$ cat src/rtl/lsu_pkg.sv
// rtl/lsu_pkg.sv - shared constants and types for the load/store unit
package lsu_pkg;

  localparam int ADDR_W_DEFAULT = 10;

  localparam logic [2:0] F3_B  = 3'b000;
  localparam logic [2:0] F3_H  = 3'b001;
  localparam logic [2:0] F3_W  = 3'b010;
  localparam logic [2:0] F3_BU = 3'b100;
  localparam logic [2:0] F3_HU = 3'b101;

  typedef enum logic [1:0] {
    IDLE      = 2'd0,
    LOAD_WAIT = 2'd1,
    RESP      = 2'd2
  } state_t;

endpackage

$ cat src/rtl/load_formatter.sv
// rtl/load_formatter.sv - selects the load lane from a RAM word and extends it
module load_formatter
  import lsu_pkg::*;
(
  input  logic [31:0] mem_dout,
  input  logic [1:0]  offset,
  input  logic [2:0]  funct3,
  output logic [31:0] result
);

  logic [31:0] lane;

  always_comb begin
    lane   = mem_dout >> {offset, 3'b000};
    result = lane;
    case (funct3)
      F3_B:    result = {{24{lane[7]}}, lane[7:0]};
      F3_H:    result = {{16{lane[15]}}, lane[15:0]};
      F3_BU:   result = {24'd0, lane[7:0]};
      F3_HU:   result = {16'd0, lane[15:0]};
      default: result = lane;
    endcase
  end

endmodule

$ cat src/rtl/load_store_unit.sv
// rtl/load_store_unit.sv - RV32I load/store initiator for a byte-enabled block RAM
module load_store_unit
  import lsu_pkg::*;
#(
  parameter int ADDR_W = ADDR_W_DEFAULT
) (
  input  logic              clk,
  input  logic              rst_n,
  input  logic              req_valid,
  output logic              req_ready,
  input  logic              req_we,
  input  logic [2:0]        req_funct3,
  input  logic [31:0]       req_addr,
  input  logic [31:0]       req_wdata,
  output logic              rsp_valid,
  input  logic              rsp_ready,
  output logic [31:0]       rsp_rdata,
  output logic              rsp_err,
  output logic              mem_en,
  output logic [3:0]        mem_we,
  output logic [ADDR_W-1:0] mem_addr,
  output logic [31:0]       mem_di,
  input  logic [31:0]       mem_dout
);

  state_t      state;
  logic [1:0]  ld_off;
  logic [2:0]  ld_f3;
  logic [31:0] ld_result;

  logic        f3_illegal;
  logic        misaligned;
  logic        out_of_range;
  logic        req_err;
  logic        accept;
  logic        mem_go;
  logic [3:0]  st_we;
  logic [31:0] st_di;

  always_comb begin
    f3_illegal   = !(req_funct3 inside {F3_B, F3_H, F3_W, F3_BU, F3_HU}) ||
                   (req_we && req_funct3[2]);
    misaligned   = ((req_funct3[1:0] == 2'b01) && req_addr[0]) ||
                   ((req_funct3[1:0] == 2'b10) && (req_addr[1:0] != 2'b00));
    out_of_range = (req_addr >> (ADDR_W + 2)) != 32'd0;
    req_err      = f3_illegal || misaligned || out_of_range;
  end

  // Halfword lanes are 0 or 2 once misalignment is excluded, so a plain shift suffices.
  always_comb begin
    st_we = 4'b1111;
    st_di = req_wdata;
    case (req_funct3)
      F3_B: begin
        st_we = 4'b0001 << req_addr[1:0];
        st_di = {4{req_wdata[7:0]}};
      end
      F3_H: begin
        st_we = 4'b0011 << req_addr[1:0];
        st_di = {2{req_wdata[15:0]}};
      end
      default: ;
    endcase
  end

  assign req_ready = rst_n && (state == IDLE);
  assign accept    = req_valid && req_ready;
  assign mem_go    = accept && !req_err;
  assign mem_en    = mem_go;
  assign mem_we    = (mem_go && req_we) ? st_we : 4'b0000;
  assign mem_addr  = mem_go ? req_addr[ADDR_W+1:2] : '0;
  assign mem_di    = (mem_go && req_we) ? st_di : 32'd0;

  load_formatter u_fmt (
    .mem_dout (mem_dout),
    .offset   (ld_off),
    .funct3   (ld_f3),
    .result   (ld_result)
  );

  always_ff @(posedge clk or negedge rst_n) begin
    if (!rst_n) begin
      state     <= IDLE;
      rsp_valid <= 1'b0;
      rsp_rdata <= 32'd0;
      rsp_err   <= 1'b0;
      ld_off    <= 2'd0;
      ld_f3     <= 3'd0;
    end else begin
      case (state)
        IDLE: begin
          if (accept) begin
            ld_off <= req_addr[1:0];
            ld_f3  <= req_funct3;
            if (req_err || req_we) begin
              state     <= RESP;
              rsp_valid <= 1'b1;
              rsp_rdata <= 32'd0;
              rsp_err   <= req_err;
            end else begin
              state <= LOAD_WAIT;
            end
          end
        end
        LOAD_WAIT: begin
          state     <= RESP;
          rsp_valid <= 1'b1;
          rsp_rdata <= ld_result;
          rsp_err   <= 1'b0;
        end
        RESP: begin
          if (rsp_ready) begin
            state     <= IDLE;
            rsp_valid <= 1'b0;
          end
        end
        default: begin
          state     <= IDLE;
          rsp_valid <= 1'b0;
        end
      endcase
    end
  end

endmodule

$ cat config.mk
export PLATFORM = sky130hd
export DESIGN_NAME = load_store_unit
export DESIGN_NICKNAME = d
export VERILOG_FILES = /design/src/rtl/lsu_pkg.sv /design/src/rtl/load_formatter.sv /design/src/rtl/load_store_unit.sv
export SDC_FILE = /design/constraint.sdc
export NUM_CORES = 1
export LEC_CHECK = 0
export BUFFER_PORTS_ARGS = -buffer_cell sky130_fd_sc_hd__buf_2
export CORE_MARGIN = 1.5
export CORE_UTILIZATION = 43
export CTS_CLUSTER_SIZE = 30
export DETAILED_ROUTE_END_ITERATION = 6
export GPL_TIMING_DRIVEN = 0
export PLACE_DENSITY = 0.79
export SYNTH_ARGS = -nofsm -noshare
export SYNTH_HDL_FRONTEND = slang
export SYNTH_SLANG_ARGS = --single-unit
$ cat constraint.sdc
create_clock -name clk -period 3.7 [get_ports clk]
set_input_delay 0.925 -clock clk [delete_from_list [all_inputs] [get_ports clk]]
set_output_delay 0.925 -clock clk [all_outputs]
set_load 0.03 [all_outputs]
# After elaboration in Yosys (flattened, before gate mapping)
# Cells that the tools add are included.
# W data, S select, Z words.
[word_totals] reg_bits=41 elab_cells=68 output_inout_bits=82
[op_classes] reduce_logical=25 n_shift=3 mux=20 eq_ne=14
[ops] cell="$pmux W32 S2" count=2
[ops] cell="$pmux W32 S4" count=1
[ops] cell="$mux W32" count=3
[ops] cell="$reduce_bool A32 Y1" count=1
[ops] cell="$shr A32 B5 Y32" count=1
[ops] cell="$eq A3 B3 Y1 const B" count=4
[ops] cell="$mux W10" count=1
[ops] cell="$pmux W4 S2" count=1
[ops] cell="$logic_and A1 B1 Y1" count=7
[ops] cell="$eq A3 B1 Y1 const B" count=2
[ops] cell="$logic_not A3 Y1" count=2
[ops] cell="$mux W2" count=3
[ops] cell="$pmux W2 S3" count=1
[ops] cell="$reduce_and A3 Y1" count=2
[ops] cell="$logic_or A1 B1 Y1" count=5
[ops] cell="$mux W1" count=5
[ops] cell="$reduce_bool A5 Y1" count=1
[ops] cell="$eq A2 B1 Y1 const B" count=2
[ops] cell="$eq A2 B2 Y1 const B" count=2
[ops] cell="$mux W4" count=1
[ops] cell="$ne A2 B2 Y1 const B" count=2
[ops] cell="$reduce_and A2 Y1" count=2
[ops] cell="$reduce_bool A2 Y1" count=2
[ops] cell="$shl A1 B2 Y4 const A" count=1
[ops] cell="7 further kinds" count=8

# Depth between registers and ports, before layout
# Gate-level depths: netlist of run 1.
[depth] ltp_word=10 ltp_mapped=7

# Cells and area by module
# A second synthesis of run 1 with hierarchy kept.
[unflattened] hier_cells=339 area_unflattened_um2=2936.6
[by_module_without_submodules] mod="load_store_unit" n_inst=1 seq_area_each_um2=1026.0 cells_per_inst=232 area_per_inst_um2=2242.2
[by_module_without_submodules] mod="load_formatter" n_inst=1 seq_area_each_um2=0.0 cells_per_inst=107 area_per_inst_um2=694.4

# Least setup slack after synthesis of run 1
# No wires, ideal clock.
[synth_path] path_type="input to output" startpoint="input port req_funct3[0]" endpoint="output port mem_di[24]" setup_slack_ns=0.035 cell_stages=5 required_ns=2.775 t_arrival_ns=2.740 cell_sequence="o41ai_2 nand4_2 or3_1 buf_2 a211oi_1"
[synth_between] elab_chain_cells=10
[synth_rtl] item="from (decl)" line="load_store_unit.sv:12" source="input logic [2:0] req_funct3,"
[synth_rtl] item="$eq A3 B1 Y1 (tied with other cells)" line="load_store_unit.sv:41, load_store_unit.sv:53"
[synth_rtl] item="$reduce_bool A5 Y1" line="load_store_unit.sv:41" source="f3_illegal = !(req_funct3 inside {F3_B, F3_H, F3_W, F3_BU, F3_HU}) ||"
[synth_rtl] item="$logic_not A1 Y1" line="load_store_unit.sv:41"
[synth_rtl] item="$logic_or A1 B1 Y1" line="load_store_unit.sv:41"
[synth_rtl] item="$logic_or A1 B1 Y1 (2 in a row)" line="load_store_unit.sv:46" source="req_err = f3_illegal || misaligned || out_of_range;"
[synth_rtl] item="$logic_not A1 Y1" line="load_store_unit.sv:68" source="assign mem_go = accept && !req_err;"
[synth_rtl] item="$logic_and A1 B1 Y1" line="load_store_unit.sv:68"
[synth_rtl] item="$logic_and A1 B1 Y1" line="load_store_unit.sv:72" source="assign mem_di = (mem_go && req_we) ? st_di : 32'd0;"
[synth_rtl] item="$mux W32 *" line="load_store_unit.sv:72"
[synth_rtl] item="to (decl)" line="load_store_unit.sv:22" source="output logic [31:0] mem_di,"
# Mark *: on every way between the ends. The rest lies on a longest branch, timed or not.

# Worst setup path after layout of run 1
[layout_path] startpoint="input port req_funct3[0]" endpoint="output port mem_di[8]"
# The elaborated chain is that of the path after synthesis.

==> results of run 1 <==
routing by layer:
| metal | track usage, % | vias up | part of all wire (%) |
|---|---|---|---|
| met3 | 6.13 | 31 | 8.7 |
| met1 | 33.5 | 1665 | 38 |
| met4 | 9.84 | 0 | 3.0 |
| li1 | - | 1635 | - |
| met5 | 0 | - | 0 |
| met2 | 48.8 | 203 | 50 |
worst register-to-register path, cell delays in order, from the launching register on:
cell      delay [ns]
dfrtp_1         0.33
clkbuf_1        0.35
mux4_2          0.60
nor4_4          0.40
buf_2           0.32
a221o_1         0.15
cell usage after synthesis, drive strengths merged, types with 2 or more instances:
master / instances
nand2: 64
dfrtp: 41
a21oi: 34
mux2i: 25
nor2: 16
o21ai: 16
a221o: 15
buf: 15
clkbuf: 15
o211ai: 14
and2: 10
and3: 9
a211oi: 8
mux2: 8
nand3: 7
nand3b: 6
nor4: 6
inv: 3
nand2b: 3
nor2b: 3
a211o: 2
mux4: 2
o41ai: 2
or2: 2
state kept, by name, indices dropped and copies added, names as in the netlist:
name and count:
rsp_rdata 32, ld_f3 3, ld_off 2, state 2, rsp_err 1, rsp_valid 1
final timing paths:
check	endpoint	slack [ns]	cells past startpoint
setup / recovery	mem_di[8]	0.10	8
hold / removal	rsp_rdata[15]	0.43	1
setup reg to reg	rsp_rdata[28]	1.47	5
hold reg to reg	rsp_rdata[23]	0.50	1
max in group asynchronous	rsp_rdata[21]	3.10	1
min in group clk	rsp_rdata[23]	0.50	1
power breakdown:
part	internal (W)	switching, W
registers	0.000464	0.0000130
clock network	0.000220	0.000157
logic	0.000158	0.000216
total	0.000842	0.000386
kinds of logic (layout without fill, tap and decap cells):
family / after synthesis / count (layout) / share of synthesized area [%]
buffers and inverters: 33 / 231 / 5.05
AOI/OAI and AO/OA: 97 / 97 / 23.4
and+or+nand+nor: 133 / 133 / 22.9
DFF: 41 / 41 / 35.4
muxes: 35 / 35 / 13.3
per-stage QoR:
stage	worst slack [ns]	hold WS (ns)	TNS (ns)
5_1_grt	0.000358	0.424	0
3_3_place_gp	-0.572	0.471	-16.69
2_1_floorplan	0.0355	0.514	0
4_1_cts	0.000272	0.476	0
3_5_place_dp	-0.657	0.477	-20.02
6_report	0.103	0.426	0
layout make-up:
class                      count  area (µm²)  share of cell area, %
multi-input combinational    265        1800                   42.8
sequential                    41        1030                   24.4
timing repair buffer         190        1010                   24.1
buffer                        30         136                   3.25
tap                           77        96.3                   2.29
clock buffer                   7        86.3                   2.06
clock inverter                 1        30.0                  0.715
inverter                       3        11.3                  0.268
timing repair:
action                                  in CTS  in global routing
endpoints found under the setup margin      47                 38
gates resized for setup                      9                 16
cloned                                       0                  1
setup buffers                                4                  0
pin swaps                                    1                  0
==> metrics.cfg, run 1 <==
[yosys]
yosysTopAreaCell = dfrtp_1
syn_avg_cell_area_um2 = 8.55
synth_area_um2 = 2900
synth-main-ff-cell = dfrtp_1
syn-num-nets = 443
synth_warnings = 0
yosysUniqueCellTypes = 42
yosysSeqAreaShare_pct = 35.4
synth_seq_cells = 41
syn_inst = 339
postSynth.asyncResetShare_pct = 100
synthTopCellsByArea = dfrtp_1 35%, mux2i_1 8.6%, nand2_1 8.3%
synth_edf_count = 0
netlist.area_leader.share_pct = 35.4

[global_routing]
grt_pass1_wl_mm = 16.1
grt_usage_pct = 27.8
grt_pass1_vias = 3341
grt_max_degree = 45
overflow = 0
antenna_found_initial = 0

[clock_tree]
cts_tree = yes
ctsLongestPathBuffers = 2
clk_pin_slew_worst_paths_ns = 0.09
cts_made_buffers = 5
htreeDepth = 2
clock_latency_ns = 0.30
root_buffer = clkbuf_8
numClockSinks = 41
postCtsHoldBufs = 0

[setup_path]
cp.arrival_ns = 2.67
max_stage_delay_ns = 0.37
worstPathMaxFanout = 10
crit_chain = buf_2 > o41ai_2 > nand4_2 > or3_1 > buf_2 > buf_2 > a21oi_1 > buf_2
crit_buf_inv = 4
cp_slowest_cell = or3_1
crit_top_cell = buf_2
critPathCaptureType = primary output
critical_path.startpoint = req_funct3[0]
critPathLaunchType = input port
crit_type = in -> out
path_delay_family = buffers and inverters
r2r-start = ld_off[1]
required_ns = 2.77

[die]
initial_core_util_pct = 45.1
fp.dieW_um = 85.1
dieArea_um2 = 7240
die_h_um = 85.1
io_pins = 186
rows = 29
coreArea_um2 = 6420

[timing]
setup_viol = 0
fmax_ghz = 0.278
period_needed_ns = 3.60
rsz0062_at_grt = false
finalHoldViolCount = 0
max-slew-margin-rel_pct = 54.8
timing.final.crit_share_pct = 97.2
report.final.slew_viol_count = 0
skew_ns = 0.0102
worst_pin_slew_ns = 0.675

[route]
wirelength_mm = 10.5
post_drt_via_cell_ratio = 5.76
drt_iter0_markers = 196
first_pass_iters = 7
antenna_left = 0
avgRoutedWirePerCell_um = 17.1
vias = 3534
drc = 16

[job]
drv_cap = 0

[final_layout]
final_common_cell = buf_2
final_cell_mix = 189 x buf_2, 64 x nand2_1, 41 x dfrtp_1
area_growth_pct = 44.9
stdcell_count = 614
num-nets-final = 640
fin_util_pct = 65.4
num_antenna_cells = 0
final_area_um2 = 4200
n_fill_cell = 554
layout-drive-gt1-share_pct = 43.4

[place]
port_buffers = 185
dpl_cell_area_um2 = 3920
placedCellCount = 601
place_congestion = 1.05
hpwl_mm = 7.99

[power]
finalPower_w = 0.00123
irDropWorstVdd_mv = 0.240
leakagePower_nw = 2.25
p_per_area_nw_per_um2 = 292

[outcome]
outcome = complete, but fails checks
violations = DRC

[min_path]
hold_path.class = in -> async

(Power assumes the default switching activity.)
==> run 2: changes to the inputs <==
--- a/config.mk
+++ b/config.mk
@@ -7,11 +7,11 @@
 export LEC_CHECK = 0
 export BUFFER_PORTS_ARGS = -buffer_cell sky130_fd_sc_hd__buf_2
 export CORE_MARGIN = 1.5
-export CORE_UTILIZATION = 43
+export CORE_UTILIZATION = 39
 export CTS_CLUSTER_SIZE = 30
 export DETAILED_ROUTE_END_ITERATION = 6
 export GPL_TIMING_DRIVEN = 0
-export PLACE_DENSITY = 0.79
+export PLACE_DENSITY = 0.76
 export SYNTH_ARGS = -nofsm -noshare
 export SYNTH_HDL_FRONTEND = slang
 export SYNTH_SLANG_ARGS = --single-unit
==> constraint.sdc (replaced) <==
create_clock -name clk -period 3.26 [get_ports clk]
set_input_delay 0.815 -clock clk [delete_from_list [all_inputs] [get_ports clk]]
set_output_delay 0.815 -clock clk [all_outputs]
set_load 0.03 [all_outputs]
==> run 2 against run 1 <==
Effect of this change: the flow finishes with violations (setup timing); critical path depth decreased by 2; critical endpoint is now mem_di[29]; die area increased by 9.9%; count of clock-buffer cells in the layout decreased by 2; combinational power increased by 16%; largest cell class unchanged; worst setup slack got worse by 0.12 ns; via count decreased by 0.85%.
==> metrics.cfg, run 2 (synthesis results as in run 1) <==
[timing]
period_needed_ns = 3.28
fmax_ghz = 0.305
setup_viol = 1  ; +1
timing.final.crit_share_pct = 101
setup_tns_ns = -0.0182  ; -0.0182 ns
worst_pin_slew_ns = 0.673  ; -0.00197 ns
skew_ns = 0.00752  ; -0.00266 ns
max-slew-margin-rel_pct = 55.0  ; +0.13 points
setup_ws_ns = -0.0182  ; -0.121 ns
finalHoldViolCount = 0  ; unchanged
report.final.slew_viol_count = 0  ; unchanged
rsz0062_at_grt = true

[setup_path]
critPathCaptureType = primary output
worstPathMaxFanout = 10  ; unchanged
cp.arrival_ns = 2.46  ; -0.21 ns
crit_type = in -> out
critPathLaunchType = input port
required_ns = 2.44  ; -0.33 ns
reg2reg_depth = 5  ; unchanged

[power]
leakagePower_nw = 2.31  ; +3.0%
irDropWorstVdd_mv = 0.249  ; +3.7%
p_per_area_nw_per_um2 = 330  ; +13%

[outcome]
outcome = complete, but fails checks
violations = setup timing

[route]
wirelength_mm = 10.7  ; +2.2%
avgRoutedWirePerCell_um = 16.9  ; -1.3%
drc = 0  ; -16
vias = 3504  ; -0.85%
drt_iter0_markers = 214  ; +9.2%
post_drt_via_cell_ratio = 5.51  ; -4.3%
antenna_left = 0  ; unchanged
first_pass_iters = 4  ; -3

[global_routing]
overflow = 0  ; unchanged
grt_usage_pct = 25.1  ; -2.7 points
globalRoute.busiestLayer = met2
antenna_found_initial = 0  ; unchanged
met3_usage_pct = 4.52  ; -1.6 points
use_met1_pct = 32.7  ; -0.78 points
grt_pass1_vias = 3140  ; -6.0%
grt_max_degree = 23  ; -49%
use_met2_pct = 43.4  ; -5.4 points
grt_pass1_wl_mm = 15.4  ; -3.9%

[final_layout]
fin_util_pct = 62.1  ; -3.3 points
largest_reg_flops = 32  ; unchanged
largest_register = rsp_rdata
final_cell_mix = 164 x buf_2, 64 x nand2_1, 41 x dfrtp_1
layout-drive-gt1-share_pct = 47.9  ; +4.5 points
n_fill_cell = 622  ; +12%
final_common_cell = buf_2
reg_top3 = rsp_rdata x32, ld_f3 x3
num_antenna_cells = 0  ; unchanged
area_growth_pct = 54.6
num-nets-final = 640  ; unchanged
final_area_um2 = 4480  ; +6.7%

[clock_tree]
cts_tree = yes
numClockSinks = 41  ; unchanged
cts_made_buffers = 5  ; unchanged
clock_latency_ns = 0.30  ; about the same
postCtsHoldBufs = 0  ; unchanged
ctsLongestPathBuffers = 2  ; unchanged
root_buffer = clkbuf_8
htreeDepth = 2  ; unchanged
clk_pin_slew_worst_paths_ns = 0.09  ; about the same

[die]
dieArea_um2 = 7960  ; +9.9%
rows = 31  ; +6.9%
io_pins = 186  ; unchanged
die_h_um = 89.2  ; +4.8%
coreArea_um2 = 7210  ; +12%
initial_core_util_pct = 40.2  ; -5.0 points
fp.dieW_um = 89.2  ; +4.8%

[job]
drv_cap = 0  ; unchanged

[place]
port_buffers = 185  ; unchanged
place_congestion = 0.838  ; -21%
dpl_cell_area_um2 = 4020  ; +2.6%
hpwl_mm = 7.91  ; -0.93%

[min_path]
hold_path.class = in -> async

## run 2: worst max-delay path, cell delays in order
cell and delay, ns:
buf_2 0.13, o41ai_4 0.36, nand4_2 0.16, or3_4 0.43
a211oi_1 0.30, buf_2 0.26
## run 2: repair_timing
item | CTS | global route
buffers inserted | 4 | 0
pin swaps | 4 | 4
endpoints found under the setup margin | 47 | 46
resized for setup | 44 | 30
gates cloned | 1 | 1
## run 2: final timing paths
kind	end	slack, ns	start
max in group asynchronous	rsp_rdata[12]	2.68	rst_n
setup reg to reg	rsp_rdata[27]	1.02	ld_off[1]
min in group clk	rsp_rdata[15]	0.51	rsp_rdata[15]
hold / removal	rsp_rdata[20]	0.30	rst_n
setup / recovery	mem_di[29]	-0.02	req_funct3[0]
hold reg to reg	rsp_rdata[15]	0.51	rsp_rdata[15]
## run 2: through the flow
step                      setup slack [ns]  power [W]  std cells  hold WS [ns]
final                              -0.0182    0.00148        636         0.305
after detailed placement            -0.891   0.000957        623         0.490
after CTS                           0.0101    0.00147        636         0.305
after global placement              -0.824   0.000947        623         0.479
after floorplan                     -0.185   0.000805        339         0.514
after global routing                -0.108    0.00154        636         0.307
## run 2: cell type report
class / instances / area (µm²) / area share (%)
plain buffers: 29 / 154 / 3.43
clock buffers: 5 / 68.8 / 1.54
well taps: 99 / 124 / 2.76
flip-flops and latches: 41 / 1030 / 22.9
multi-input cells: 265 / 1920 / 42.9
repair buffers: 191 / 1110 / 24.8
clock inverters: 3 / 65.1 / 1.45
inverters: 3 / 11.3 / 0.251
## run 2: where the power goes
group | leakage, nW | switching (W) | internal, W | total [W]
logic | 1.69 | 0.000252 | 0.000183 | 0.000435
registers | 0.558 | 0.0000166 | 0.000526 | 0.000543
clock network | 0.0681 | 0.000196 | 0.000304 | 0.000501
## run 2: routing by layer
layer  part of all wire [%]  routed length [µm]
met4                    1.3                 144
met1                     41                4350
met5                      0                   0
met2                     52                5540
met3                    6.5                 703
==> run 3: changes to the inputs <==
--- a/config.mk
+++ b/config.mk
@@ -7,11 +7,11 @@
 export LEC_CHECK = 0
 export BUFFER_PORTS_ARGS = -buffer_cell sky130_fd_sc_hd__buf_2
 export CORE_MARGIN = 1.5
-export CORE_UTILIZATION = 39
+export CORE_UTILIZATION = 46
 export CTS_CLUSTER_SIZE = 30
 export DETAILED_ROUTE_END_ITERATION = 6
 export GPL_TIMING_DRIVEN = 0
-export PLACE_DENSITY = 0.76
+export PLACE_DENSITY = 0.84
 export SYNTH_ARGS = -nofsm -noshare
 export SYNTH_HDL_FRONTEND = slang
 export SYNTH_SLANG_ARGS = --single-unit
==> constraint.sdc (replaced) <==
create_clock -name clk -period 3.8 [get_ports clk]
set_input_delay 0.95 -clock clk [delete_from_list [all_inputs] [get_ports clk]]
set_output_delay 0.95 -clock clk [all_outputs]
set_load 0.03 [all_outputs]
==> run 3 against run 2 <==
Effect of this change: the run now ends clean; power is 21% lower; combinational power is 17% lower; critical endpoint is now mem_di[10]; die area is 15% lower; final cell count is 4.1% lower; sequential power is 14% lower; critical path type unchanged; sequential share of layout area is 1.8 points higher; global-route usage is 4.2 points higher; clock skew is 0.0016 ns higher.
==> metrics.cfg, run 3 (synthesis results as in run 1) <==
[setup_path]
cp.arrival_ns = 2.76  ; +0.30 ns
cp_slowest_cell = or3_1
crit_type = in -> out
crit_top_cell = buf_2
critPathLaunchType = input port
required_ns = 2.85  ; +0.41 ns
critPathCaptureType = primary output
crit_chain = buf_2 > o41ai_4 > nand4_2 > or3_1 > buf_2 > clkbuf_4 > a21oi_1 > buf_2
worstPathMaxFanout = 10  ; unchanged
max_stage_delay_ns = 0.38  ; -0.05 ns

[clock_tree]
cts_made_buffers = 5  ; unchanged
clk_pin_slew_worst_paths_ns = 0.07  ; -0.02 ns
htreeDepth = 2  ; unchanged
clock_latency_ns = 0.30  ; about the same
cts_tree = yes
root_buffer = clkbuf_8
numClockSinks = 41  ; unchanged
ctsLongestPathBuffers = 2  ; unchanged
postCtsHoldBufs = 0  ; unchanged

[final_layout]
largest_reg_flops = 32  ; unchanged
reg_top3 = rsp_rdata x32, ld_f3 x3
multi_input_area_um2 = 1800  ; -6.5%
layout-drive-gt1-share_pct = 43.6  ; -4.3 points
final_common_cell = buf_2
stdcell_count = 610  ; -4.1%
final_cell_mix = 187 x buf_2, 64 x nand2_1, 41 x dfrtp_1
num_antenna_cells = 0  ; unchanged
area_growth_pct = 43.4
regArea_um2 = 1030  ; unchanged
num-nets-final = 639  ; -0.16%
n_fill_cell = 488  ; -22%
largest_register = rsp_rdata

[power]
irDropWorstVdd_mv = 0.280  ; +12%
p_per_area_nw_per_um2 = 281  ; -15%
finalPower_w = 0.00117  ; -21%
leakagePower_nw = 2.23  ; -3.5%

[global_routing]
grt_pass1_vias = 3171  ; +0.99%
overflow = 0  ; unchanged
grt_max_degree = 45  ; +96%
grt_usage_pct = 29.3  ; +4.2 points
antenna_found_initial = 0  ; unchanged
grt_pass1_wl_mm = 15.2  ; -1.4%

[route]
drt_iter0_markers = 177  ; -17%
first_pass_iters = 5  ; +1
antenna_left = 0  ; unchanged
post_drt_via_cell_ratio = 5.80  ; +5.2%
drc = 0  ; unchanged
avgRoutedWirePerCell_um = 17.0  ; +0.42%
vias = 3536  ; +0.91%
wirelength_mm = 10.3  ; -3.7%

[outcome]
outcome = finished, final reports clean

[timing]
max-slew-margin-rel_pct = 56.6  ; +1.6 points
skew_ns = 0.00913  ; +0.00161 ns
fmax_ghz = 0.270
period_needed_ns = 3.71
report.final.slew_viol_count = 0  ; unchanged
finalHoldViolCount = 0  ; unchanged
timing.final.crit_share_pct = 97.6
setup_tns_ns = 0  ; +0.0182 ns
setup_viol = 0  ; -1
worst_pin_slew_ns = 0.652  ; -0.0217 ns

[place]
place_congestion = 0.874  ; +4.3%
hpwl_mm = 7.92  ; about the same
placedCellCount = 599  ; -3.9%
port_buffers = 185  ; unchanged

[die]
io_pins = 186  ; unchanged
coreArea_um2 = 5990  ; -17%
die_h_um = 82.4  ; -7.7%
initial_core_util_pct = 48.4  ; +8.2 points
dieArea_um2 = 6780  ; -15%
rows = 28  ; -9.7%
fp.dieW_um = 82.4  ; -7.7%

[job]
drv_cap = 0  ; unchanged

[min_path]
hold_path.class = in -> async

==> run 3: cell count changes in the layout (fill, tap and decap cells not counted), sizes merged <==
cell    previous run  this run
bufbuf             1         0
bufinv             2         1
==> run 3: worst paths after layout <==
| path | from | endpoint | slack (ns) | cells past startpoint |
|---|---|---|---|---|
| worst max-delay path | req_funct3[0] | mem_di[10] | 0.09 | 8 |
| worst max register to register | ld_off[1] | rsp_rdata[29] | 1.54 | 5 |
| max in group asynchronous | rst_n | rsp_rdata[6] | 3.09 | 1 |
| min in group clk | rsp_rdata[15] | rsp_rdata[15] | 0.50 | 1 |
| worst min register to register | rsp_rdata[15] | rsp_rdata[15] | 0.50 | 1 |
| worst min-delay path | rst_n | rsp_rdata[3] | 0.49 | 1 |
==> run 3: critical path: cells and delay by family <==
family / cells / cell delay [ns]
buf+inv: 4 / 0.74
compound gates: 2 / 0.51
simple gates: 2 / 0.55
==> run 3: through the flow <==
| step | utilization [%] | cell area [µm²] | hold slack [ns] | setup slack, ns |
|---|---|---|---|---|
| global route | 69.3 | 4150 | 0.499 | -0.00222 |
| global placement | 65.4 | 3920 | 0.472 | -0.475 |
| CTS | 67.9 | 4070 | 0.501 | 0.0410 |
| floorplan | - | 2900 | 0.514 | 0.0855 |
| finish | 69.3 | 4150 | 0.493 | 0.0914 |
| detailed placement | 65.4 | 3920 | 0.478 | -0.488 |
==> run 3: power by group <==
| part | total, W | switching, W | leakage [nW] | internal [W] |
|---|---|---|---|---|
| logic | 0.000360 | 0.000210 | 1.62 | 0.000150 |
| registers | 0.000465 | 0.0000131 | 0.558 | 0.000452 |
| clock network | 0.000343 | 0.000152 | 0.0540 | 0.000191 |
| total | 0.00117 | 0.000375 | 2.23 | 0.000793 |
==> run 3: per-layer routing <==
metal	up-vias	wire length [µm]	GRT usage [%]
met5	-	0	0
met4	0	258	10.2
met3	29	1000	7.25
met2	212	5280	51.5
met1	1661	3800	34.5
li1	1634	-	-
==> run 3: timing repair <==
| item | CTS | global route |
|---|---|---|
| setup buffers | 1 | 3 |
| resized for setup | 7 | 20 |
| pin swaps | 0 | 2 |
| endpoints found under the setup margin | 47 | 29 |
==> run 3: area by class of cell <==
| cell class | count | share of cell area, % |
|---|---|---|
| Multi-Input combinational cell | 265 | 43.3 |
| Inverter | 3 | 0.271 |
| Clock buffer | 5 | 1.66 |
| Timing Repair Buffer | 189 | 23.7 |
| Clock inverter | 2 | 0.843 |
| Sequential cell | 41 | 24.7 |
| Buffer | 30 | 3.34 |
| Tap cell | 75 | 2.26 |
